**src/rtl/reset_sequencer.sv**
```systemverilog
// Staged reset sequencer: stretches each incoming reset pulse, then releases
// NUM_STAGES downstream reset domains one by one, waiting for each to acknowledge.
module reset_sequencer #(
  parameter int unsigned STRETCH_CYCLES = 16,
  parameter int unsigned STAGE_GAP      = 8,
  parameter int unsigned NUM_STAGES     = 3,
  parameter int unsigned ACK_TIMEOUT    = 1024
) (
  input  logic                  clk,
  input  logic                  reset,
  input  logic                  reset_pulse_in,
  input  logic [NUM_STAGES-1:0] stage_ack,
  output logic [NUM_STAGES-1:0] stage_rst,
  output logic [2:0]            stage_idx,
  output logic                  busy,
  output logic                  seq_done,
  output logic                  timeout_err
);

  localparam int unsigned MAX_SG  = (STRETCH_CYCLES > STAGE_GAP) ? STRETCH_CYCLES : STAGE_GAP;
  localparam int unsigned MAX_CNT = (MAX_SG > ACK_TIMEOUT) ? MAX_SG : ACK_TIMEOUT;
  localparam int unsigned CNT_W   = (MAX_CNT > 1) ? $clog2(MAX_CNT) : 1;

  localparam logic [CNT_W-1:0] STRETCH_LAST = CNT_W'(STRETCH_CYCLES - 1);
  localparam logic [CNT_W-1:0] GAP_LAST     = CNT_W'(STAGE_GAP - 1);
  localparam logic [CNT_W-1:0] TIMEOUT_LAST = CNT_W'(ACK_TIMEOUT - 1);
  localparam logic [2:0]       LAST_K       = 3'(NUM_STAGES - 1);

  typedef enum logic [2:0] {
    ST_IDLE,
    ST_ASSERT,
    ST_WAIT_ACK,
    ST_GAP,
    ST_DONE
  } state_e;

  state_e           state_q, state_d;
  logic [CNT_W-1:0] cnt_q, cnt_d;
  logic [2:0]       k_q, k_d;
  logic             timeout_err_q, timeout_err_d;
  logic             ack_cur;

  // NOTE: sequential state is updated with non-blocking assignments so every
  // flop samples the pre-edge values regardless of statement order.
  always_ff @(posedge clk) begin
    if (reset) begin
      state_q       <= ST_ASSERT;
      cnt_q         <= '0;
      k_q           <= '0;
      timeout_err_q <= 1'b0;
    end else begin
      state_q       <= state_d;
      cnt_q         <= cnt_d;
      k_q           <= k_d;
      timeout_err_q <= timeout_err_d;
    end
  end

  // NOTE: every combinational output gets a default first so no path leaves
  // it unassigned, which would otherwise infer a latch.
  always_comb begin
    ack_cur = 1'b0;
    for (int i = 0; i < int'(NUM_STAGES); i++) begin
      if (k_q == 3'(i)) ack_cur = stage_ack[i];
    end
  end

  always_comb begin
    state_d       = state_q;
    cnt_d         = cnt_q;
    k_d           = k_q;
    timeout_err_d = timeout_err_q;

    if (reset_pulse_in) begin
      // A new request restarts the sequence from any state, even mid-release.
      state_d = ST_ASSERT;
      cnt_d   = '0;
      k_d     = '0;
    end else begin
      case (state_q)
        ST_IDLE: ;
        ST_ASSERT: begin
          if (cnt_q == STRETCH_LAST) begin
            state_d = ST_WAIT_ACK;
            cnt_d   = '0;
            k_d     = '0;
          end else begin
            cnt_d = cnt_q + CNT_W'(1);
          end
        end
        ST_WAIT_ACK: begin
          if (ack_cur || (cnt_q == TIMEOUT_LAST)) begin
            // A timed-out stage is left released; the sequence carries on.
            if (!ack_cur) timeout_err_d = 1'b1;
            cnt_d   = '0;
            state_d = (k_q == LAST_K) ? ST_DONE : ST_GAP;
          end else begin
            cnt_d = cnt_q + CNT_W'(1);
          end
        end
        ST_GAP: begin
          if (cnt_q == GAP_LAST) begin
            state_d = ST_WAIT_ACK;
            cnt_d   = '0;
            k_d     = k_q + 3'd1;
          end else begin
            cnt_d = cnt_q + CNT_W'(1);
          end
        end
        ST_DONE: state_d = ST_IDLE;
        default: state_d = ST_IDLE;
      endcase
    end
  end

  always_comb begin
    stage_rst   = '0;
    stage_idx   = k_q;
    busy        = (state_q != ST_IDLE);
    seq_done    = (state_q == ST_DONE) && !reset_pulse_in;
    timeout_err = timeout_err_q;

    case (state_q)
      ST_ASSERT: stage_rst = '1;
      ST_WAIT_ACK, ST_GAP, ST_DONE: begin
        for (int i = 0; i < int'(NUM_STAGES); i++) begin
          stage_rst[i] = (3'(i) > k_q);
        end
      end
      default: stage_idx = 3'd0;
    endcase

    // Block reset forces the power-up view immediately, not one edge later.
    if (reset) begin
      stage_rst   = '1;
      stage_idx   = 3'd0;
      busy        = 1'b1;
      seq_done    = 1'b0;
      timeout_err = 1'b0;
    end
  end

endmodule

```
**config.mk**
```make
export PLATFORM = sky130hd
export DESIGN_NAME = reset_sequencer
export DESIGN_NICKNAME = d
export VERILOG_FILES = /design/src/rtl/reset_sequencer.sv
export SDC_FILE = /design/constraint.sdc
export NUM_CORES = 1
export LEC_CHECK = 0
export BUFFER_PORTS_ARGS = -buffer_cell sky130_fd_sc_hd__buf_2
export CORE_MARGIN = 1.5
export CORE_UTILIZATION = 60
export CTS_BUF_LIST = sky130_fd_sc_hd__clkbuf_2 sky130_fd_sc_hd__clkbuf_4 sky130_fd_sc_hd__clkbuf_8
export DETAILED_ROUTE_END_ITERATION = 10
export PLACE_DENSITY = 0.93
export SYNTH_ARGS = -nofsm -noshare
export SYNTH_HDL_FRONTEND = slang
export SYNTH_SLANG_ARGS = --single-unit
```
**constraint.sdc**
```tcl
create_clock -name clk -period 3.45 [get_ports clk]
set_input_delay 0.345 -clock clk [delete_from_list [all_inputs] [get_ports clk]]
set_output_delay 0.345 -clock clk [all_outputs]
set_load 0.01 [all_outputs]
```
### Word level (Yosys, flattened, before mapping)

Index checks and enable logic that the tools add are counted.

* flip-flop bits (word level): 17
* output and inout bits: 9

* muxes and demuxes: 22
* equality and inequality tests: 12
* add/subtract/negate cells: 2
* bitwise logic cells: 3
* reduce and logical (&&, ||, !) cells: 14
* magnitude comparators: 3

Operator list (number)
* 10-bit 2-to-1 mux: 3
* 10-bit one-hot mux with 3 select lines: 1
* 3-bit 2-to-1 mux: 9
* 3-bit one-hot mux with 2 select lines: 2
* 3-bit one-hot mux with 4 select lines: 1
* 10-bit by 1-bit adder with 10-bit output (second input constant): 1
* 10-bit equality test (second input constant): 1
* 10-bit by 3-bit equality test with 1-bit output (second input constant): 1
* 10-bit by 4-bit equality test with 1-bit output (second input constant): 1
* 3-bit by 2-bit equality test with 1-bit output (second input constant): 3
* 4-bit AND reduction: 2
* 3-bit by 1-bit equality test with 1-bit output (second input constant): 2
* 1-bit by 3-bit > comparator with 1-bit output (first input constant): 2
* 3-bit zero test: 2
* 1-bit 2-to-1 mux: 6
* 2-bit inequality test (second input constant): 3
* 3-bit nonzero test: 2
* 4-bit OR reduction: 1
* 3-bit by 1-bit adder with 3-bit output (second input constant): 1
* 3-bit equality test (second input constant): 1
* 2-bit by 3-bit > comparator with 1-bit output (first input constant): 1
* 1-bit inverter: 3
* 3-bit AND reduction: 1
* 3-bit OR reduction: 1
* 5 further kinds: 5

### Longest topological paths before layout

Gate-level depths: netlist of the first run.

* depth after elaboration: 7
* mapped depth: 8

### Least setup slack after synthesis of the first run

OpenSTA, ideal clock, no wires.

* path kind: register to register
* start point: register k_q[0]
* end point: register cnt_q[3]
* stages on the path, launching flop included: 9
* data required time: 3386 ps
* slack: 1658 ps
* setup time: 64 ps
* arrival time: 1728 ps
* cell sequence: dfxtp_1 -> inv_1 -> ha_1 -> nor2b_1 -> a21o_1 -> a211o_1 -> o21ba_1 -> buf_6 -> nor2_1

* longest elaborated chain between the ends: 7
* elaborated cells on any way between the ends: 9
* those cells by class: eq/ne: 2; mux: 5; reduce/logical: 2

Ends and longest elaborated chain
* from (decl): RTL line 39 `logic [2:0] k_q, k_d;`
* from (signal assigned): RTL line 54 `k_q <= k_d;`
* 3-bit zero test: RTL line 64 `if (k_q == 3'(i)) ack_cur = stage_ack[i];`
* 1-bit 2-to-1 mux (2 in a row): RTL line 64
* 1-bit 2-to-1 mux *: RTL line 64
* 1-bit logical OR *: RTL line 92 `if (ack_cur || (cnt_q == TIMEOUT_LAST)) begin`
* 10-bit 2-to-1 mux *: RTL line 92
* 10-bit one-hot mux with 3 select lines *: RTL line 80 `case (state_q)`
* to (signal assigned): RTL line 53 `cnt_q <= cnt_d;`
* to (decl): RTL line 38 `logic [CNT_W-1:0] cnt_q, cnt_d;`

Mark *: on every way between the ends. The rest lies on a longest branch, timed or not.
A chain may end at the register's enable or synchronous reset.

### Final worst setup path of the first run

* start point: register k_q[0]
* end point: output port stage_rst[2]

* longest elaborated chain between the ends: 3

Ends and longest elaborated chain
* 2-bit by 3-bit > comparator with 1-bit output: RTL line 127 `stage_rst[i] = (3'(i) > k_q);`
* 3-bit one-hot mux with 2 select lines: RTL line 123 `case (state_q)`
* 3-bit 2-to-1 mux: RTL line 134 `if (reset) begin`
* to (decl): RTL line 13 `output logic [NUM_STAGES-1:0] stage_rst,`

Every way passes these cells.

==> key figures, run 1 <==
Hold path
  – Hold path start: reset_pulse_in
  – Worst Hold Path EP: state_q[0]
  – Hold Path Class: in2reg
  – Hold depth: 3

Placement
  – Port bufs: 14
  – Post-DP HPWL: 1694 µm
  – Placed insts: 159
  – GPL Wtd Cong: 0.8797
  – Dpl cell area: 1132 µm²

Floorplan
  – Die W: 45.18 µm
  – Vert. Die Dim: 45.18 µm
  – Die area: 2041 µm²
  – IO Pins: 15
  – Std-Cell Rows: 15
  – Core area: 1689 µm²
  – Initial Utilization: 0.6319

Logic synthesis
  – Mapped Nets: 143
  – Synth area leader: dfxtp_1
  – Share of flip-flops with an asynchronous set or reset: 0
  – Yosys warnings: 0
  – Synth Cell Area: 1067 µm²
  – Seq cells post-synth: 17
  – Top_reg_cell synth: dfxtp_1
  – EDFF count, synth: 0
  – Sequential area share after synthesis: 0.3189
  – Gate Count Post-Synth: 133
  – Avg Cell Area, Syn: 8.025 µm²
  – Cell variety after synth: 41
  – Synth top area share: 0.3189
  – Ranking of synthesized cells by area: dfxtp_1 32%, nor2_1 7.7%, xnor2_1 5.7%

Route
  – Final wirelength: 2247 µm
  – Detailed Routing Iterations Pass 1: 8
  – Final routed DRC violation total: 0
  – Vias: 980
  – Wirelength per Cell: 13.79 µm
  – Initial drt markers: 39
  – Final ANT Viol Nets: 0
  – Via-to-Cell Ratio: 6.012

Global route
  – Met2 Use GR: 0.3886
  – Number of global-route vias before repair: 879
  – Met3 GRT Util: 0.05600
  – Initial antenna violation count: 0
  – Total global-route track usage: 0.2502
  – Largest net degree at the start of global routing: 12
  – GR peak layer: met2
  – Met1 Use GR: 0.3227
  – GRT overflow: 0
  – First-pass GRT wire length: 3705 µm

Pwr
  – Switch share: 0.2408
  – Combinational Power Share: 0.044
  – LEAKAGE: 0.4207 nW
  – Reg power frac: 0.611
  – Worst vdd ir: 0.2341 mV
  – Internal: 0.2464 mW
  – Pwr dens: 279.8 nW/µm²
  – Clock network fraction of total power: 0.345
  – Sw power: 0.07815 mW

STA
  – Setup_tns: 0 ns
  – Tmin final: 2.214 ns
  – Max frequency: 0.4516 GHz
  – Unrepaired setup endpoints after global routing: no
  – Max_slew headroom: 0.6484
  – Clock skew: 0.001868 ns
  – Least-Margin Pin Slew: 0.5264 ns
  – Period utilization: 0.6419
  – Final Hold Violating Endpoints: 0
  – Setup violations, final: 0
  – Slew Viols, Final: 0

Worst setup path
  – Critical path arrival: 1.87 ns
  – CP Cell Sequence: inv_1, ha_1, a211oi_1, a21oi_1, nor2_1, a311o_1, buf_2
  – Crit-path max FO: 7
  – Reg2Reg Launch Point: cnt_q[4]
  – Worst setup SP type: flop
  – Crit path required time: 3.11 ns
  – Crit path kind: reg2out
  – Crit-path slowest cell: dfxtp_1
  – Crit end category: output port
  – FF-to-FF setup slack: 1.41 ns
  – R2R cell count: 5
  – Worst path max stage delay: 0.44 ns
  – Reg2reg end: cnt_q[9]

Finish
  – Final instance area: 1160 µm²
  – Commonest non-fill, non-tap cell in the layout: nor2_1
  – Most frequent cells in the layout: 22 x nor2_1, 17 x dfxtp_1, 14 x buf_2, 13 x nand2_1, 7 x xnor2_1
  – Post-Layout Cell Count: 163
  – Area delta synth->final: 8.675%
  – Share of cells above drive strength 1: 0.1849
  – Ant. Diodes: 0
  – Fin nets: 157

Clocking
  – Root Buffer: clkbuf_4
  – Total CTS buffers: 3
  – Hold-fix buffer count after cts: 0
  – Post-CTS setup buffer count: 0
  – CTS tree: yes
  – Clock Sinks: 17
  – H-Tree Level Count: 1
  – Max Root-Sink Buffers: 2
  – Clk slew on worst S/H paths: 0.10 ns
  – PostCTS Resize Cnt: 0
  – Worst-Skew Late Latency: 0.30 ns

Run status
  – Status: finished, final reports clean

Job
  – Max cap viols: 0
==> cells by family after synthesis <==
logic type / synth area share
compound gates: 0.1618
xor+xnor: 0.09027
fa+ha+maj: 0.04690
buf+inv: 0.04571
flops: 0.3189
mux: 0.01406
simple gates: 0.3224
==> power by group through the flow <==
stage	registers (mW)	clock network (mW)	logic, mW
after floorplan	0.203	0	0.00974
after global placement	0.203	0	0.0134
after detailed placement	0.203	0	0.0140
after CTS	0.198	0.113	0.0141
after global routing	0.198	0.120	0.0161
final	0.198	0.112	0.0143
==> registers in the layout, summed over array words and instances, names as in the netlist <==
signal / count
k_q: 3
timeout_err_q: 1
cnt_q: 10
state_q: 3
==> critical path: cells and delay by family (launching register included) <==
| kind | cells | cell delay [ns] |
|---|---|---|
| AOI/OAI and AO/OA | 3 | 0.52 |
| adders and majority gates | 1 | 0.26 |
| and+or+nand+nor | 1 | 0.10 |
| buffers and inverters | 2 | 0.24 |
| DFF | 1 | 0.44 |
==> Yosys cell counts, types with 2 or more instances <==
| library cell | number |
|---|---|
| nor2b_1 | 4 |
| ha_1 | 4 |
| inv_1 | 6 |
| and2_1 | 4 |
| nand2b_1 | 3 |
| nand3b_1 | 2 |
| a31o_2 | 2 |
| nor2_1 | 22 |
| a21oi_1 | 4 |
| xor2_1 | 4 |
| nand4_1 | 2 |
| xnor2_1 | 7 |
| nand3_1 | 2 |
| clkbuf_1 | 4 |
| nor3_1 | 3 |
| a31oi_1 | 2 |
| nand2_1 | 13 |
| dfxtp_1 | 17 |
| nor4_1 | 2 |
| o21ai_0 | 5 |
==> metrics by stage <==
step             util  setup WS (ns)  hold WS, ns  power, mW
6_report       0.6867          1.236       0.3412     0.3245
5_1_grt        0.6867          1.142       0.3526     0.3341
4_1_cts        0.6867          1.257       0.3355     0.3249
3_5_place_dp   0.6704          1.443       0.5102     0.2168
3_3_place_gp   0.6704          1.525       0.4912     0.2162
2_1_floorplan       -          1.658       0.4649     0.2123
==> worst max-delay path by stage <==
stage / start / cells past startpoint / end / slack (ns)
finish: k_q[0] / 7 / stage_rst[2] / 1.24
floorplan: k_q[0] / 8 / cnt_q[3] / 1.66
CTS: k_q[0] / 7 / stage_rst[2] / 1.26
global placement: cnt_q[4] / 5 / cnt_q[6] / 1.53
detailed placement: cnt_q[4] / 5 / cnt_q[9] / 1.44
global route: k_q[0] / 7 / stage_rst[2] / 1.14
==> final cells by class <==
class                      count  area [µm²]
multi-input combinational    105       678.2
fill                         135       529.3
sequential                    17       340.3
timing repair buffer          14       70.07
clock buffer                   3       22.52
inverter                       6       22.52
tap                           17       21.27
clock inverter                 1       5.005
==> layer usage <==
layer,share of wire,vias up
met2,0.49,32
li1,-,483
met4,0.018,0
met3,0.049,5
met5,0,-
met1,0.45,460
Power figures use the tool's default switching activity.
==> inputs of run 2 (changes only) <==
CORE_UTILIZATION = 58   (was 60)
PLACE_DENSITY = 0.91   (was 0.93)
clock period = 2.2 ns   (was 3.45 ns; I/O delays follow)
==> key figures, run 2 (same netlist as run 1, synthesis figures left out) <==
Route
  – Met3 wire len: 86 µm (-22%)
  – Via-to-Cell Ratio: 5.663 (-5.8%)
  – Final routed DRC violation total: 0 (unchanged)
  – Vias: 974 (-0.61%)
  – Top routing layer used: met4
  – Detailed Routing Iterations Pass 1: 4 (-4)
  – Wirelength per Cell: 13.52 µm (-1.9%)
  – Met2 routed WL: 1096 µm (+0.27%)
  – M1 WL: 1077 µm (+7.4%)
  – Initial drt markers: 22 (-44%)
  – Final wirelength: 2326 µm (+3.5%)
  – Final ANT Viol Nets: 0 (unchanged)

Finish
  – Ant. Diodes: 0 (unchanged)
  – Regs by FF count: cnt_q: 10 flops, k_q: 3 flops, state_q: 3 flops
  – Final instance area: 1185 µm² (+2.2%)
  – Max FFs per register: 10 (unchanged)
  – Share of cells above drive strength 1: 0.2041 (+0.01915)
  – Most frequent cells in the layout: 22 x nor2_1, 16 x dfxtp_1, 14 x buf_2, 13 x nand2_1, 7 x xnor2_1
  – Commonest non-fill, non-tap cell in the layout: nor2_1
  – Fin nets: 158 (+0.64%)
  – Area delta synth->final: 11.02%
  – Biggest register: cnt_q

Global route
  – Initial antenna violation count: 0 (unchanged)
  – Number of global-route vias before repair: 823 (-6.4%)
  – Largest net degree at the start of global routing: 11 (-1)
  – First-pass GRT wire length: 3650 µm (-1.5%)
  – Total global-route track usage: 0.2429 (-0.007269)
  – GRT overflow: 0 (unchanged)

STA
  – Least-Margin Pin Slew: 0.5000 ns (-0.02638 ns)
  – Setup violations, final: 0 (unchanged)
  – Final Hold Violating Endpoints: 0 (unchanged)
  – Period utilization: 0.9161
  – Max_slew headroom: 0.6660 (+0.01763)
  – Max frequency: 0.4962 GHz
  – Setup_tns: 0 ns (unchanged)
  – Clock skew: 0.001507 ns (-0.0003606 ns)
  – Unrepaired setup endpoints after global routing: no
  – Slew Viols, Final: 0 (unchanged)
  – Tmin final: 2.015 ns

Worst setup path
  – Crit end category: output port
  – R2R cell count: 5 (unchanged)
  – Crit-path max FO: 10 (+3)
  – Worst setup SP type: flop
  – FF-to-FF setup slack: 0.21 ns (-1.20 ns)
  – Reg2Reg Launch Point: cnt_q[4]
  – Crit path kind: reg2out
  – Crit path required time: 1.98 ns (-1.13 ns)
  – Reg2reg end: cnt_q[9]
  – Critical path arrival: 1.80 ns (-0.07 ns)

Pwr
  – Worst vdd ir: 0.4364 mV (+86%)
  – Sw power: 0.1231 mW (+58%)
  – Clock network fraction of total power: 0.345 (about the same)
  – LEAKAGE: 0.4278 nW (+1.7%)
  – Switch share: 0.2417 (+0.0009090)
  – Reg power frac: 0.611 (about the same)
  – Internal: 0.3862 mW (+57%)
  – Combinational Power Share: 0.044 (about the same)
  – Pwr dens: 429.8 nW/µm² (+54%)

Placement
  – GPL Wtd Cong: 0.8337 (-5.2%)
  – Port bufs: 14 (unchanged)
  – Post-DP HPWL: 1720 µm (+1.5%)
  – Dpl cell area: 1150 µm² (+1.5%)

Clocking
  – Max Root-Sink Buffers: 2 (unchanged)
  – Clock Sinks: 17 (unchanged)
  – Clk slew on worst S/H paths: 0.11 ns (about the same)
  – CTS tree: yes
  – Root Buffer: clkbuf_4
  – Worst-Skew Late Latency: 0.30 ns (about the same)
  – Post-CTS setup buffer count: 0 (unchanged)
  – Total CTS buffers: 3 (unchanged)
  – H-Tree Level Count: 1 (unchanged)

Floorplan
  – Std-Cell Rows: 15 (unchanged)
  – Die W: 45.90 µm (+1.6%)
  – Die area: 2106 µm² (+3.2%)
  – IO Pins: 15 (unchanged)
  – Vert. Die Dim: 45.90 µm (+1.6%)
  – Initial Utilization: 0.6181 (-0.01374)
  – Core area: 1727 µm² (+2.2%)

Job
  – Max cap viols: 0 (unchanged)

Hold path
  – Hold depth: 3 (unchanged)
  – Worst Hold Path EP: state_q[0]
  – Hold path start: reset_pulse_in
  – Hold Path Class: in2reg

Run status
  – Status: finished, final reports clean
-- run 2: worst max path at each step --
stage / startpoint / end / slack (ns) / depth (start not counted)
final: state_q[1] / stage_rst[0] / 0.18 / 6
after global routing: k_q[0] / stage_rst[2] / 0.06 / 7
after CTS: cnt_q[4] / cnt_q[9] / 0.11 / 5
after detailed placement: cnt_q[4] / cnt_q[9] / 0.13 / 5
after global placement: cnt_q[4] / cnt_q[4] / 0.20 / 5
after floorplan: k_q[0] / cnt_q[3] / 0.41 / 8
-- run 2: power groups by stage --
stage / Clock (mW) / Sequential (mW) / Combinational (mW)
finish: 0.176 / 0.311 / 0.0226
global placement: 0 / 0.318 / 0.0217
floorplan: 0 / 0.318 / 0.0153
detailed placement: 0 / 0.318 / 0.0219
CTS: 0.175 / 0.311 / 0.0222
global route: 0.190 / 0.311 / 0.0253
-- run 2: per-stage QoR --
stage / total power, mW / utilization / cells / hold WS [ns] / worst slack [ns]
after detailed placement: 0.3400 / 0.6659 / 168 / 0.4960 / 0.1323
after global routing: 0.5268 / 0.6862 / 172 / 0.2152 / 0.05525
after floorplan: 0.3329 / - / 133 / 0.3641 / 0.4075
after global placement: 0.3396 / 0.6659 / 168 / 0.4849 / 0.2009
after CTS: 0.5081 / 0.6819 / 172 / 0.2227 / 0.1116
final: 0.5093 / 0.6862 / 172 / 0.2458 / 0.1846
-- run 2: timing repair --
item | 4_1_cts | 5_1_grt
hold buffers | 0 | 0
gates resized for setup | 0 | 2
setup endpoints to repair | 0 | 2
-- run 2: layout make-up --
class,count,area (µm²)
multi-input combinational,105,684.4
fill,142,541.8
sequential,17,341.6
timing repair buffer,15,77.57
tap,25,31.28
clock buffer,3,22.52
inverter,6,22.52
clock inverter,1,5.005
-- run 2: critical path: stages (launching register included) --
cell	delay, ns
dfxtp_1	0.32
buf_4	0.17
nor2_1	0.15
nand2_1	0.13
a2111o_1	0.41
o21ai_0	0.17
buf_2	0.15
-- run 2: per-layer routing --
metal	vias to the layer above	GRT usage
li1	484	-
met1	454	0.3261
met2	27	0.3444
met3	9	0.06349
met4	0	0.1429
met5	-	0
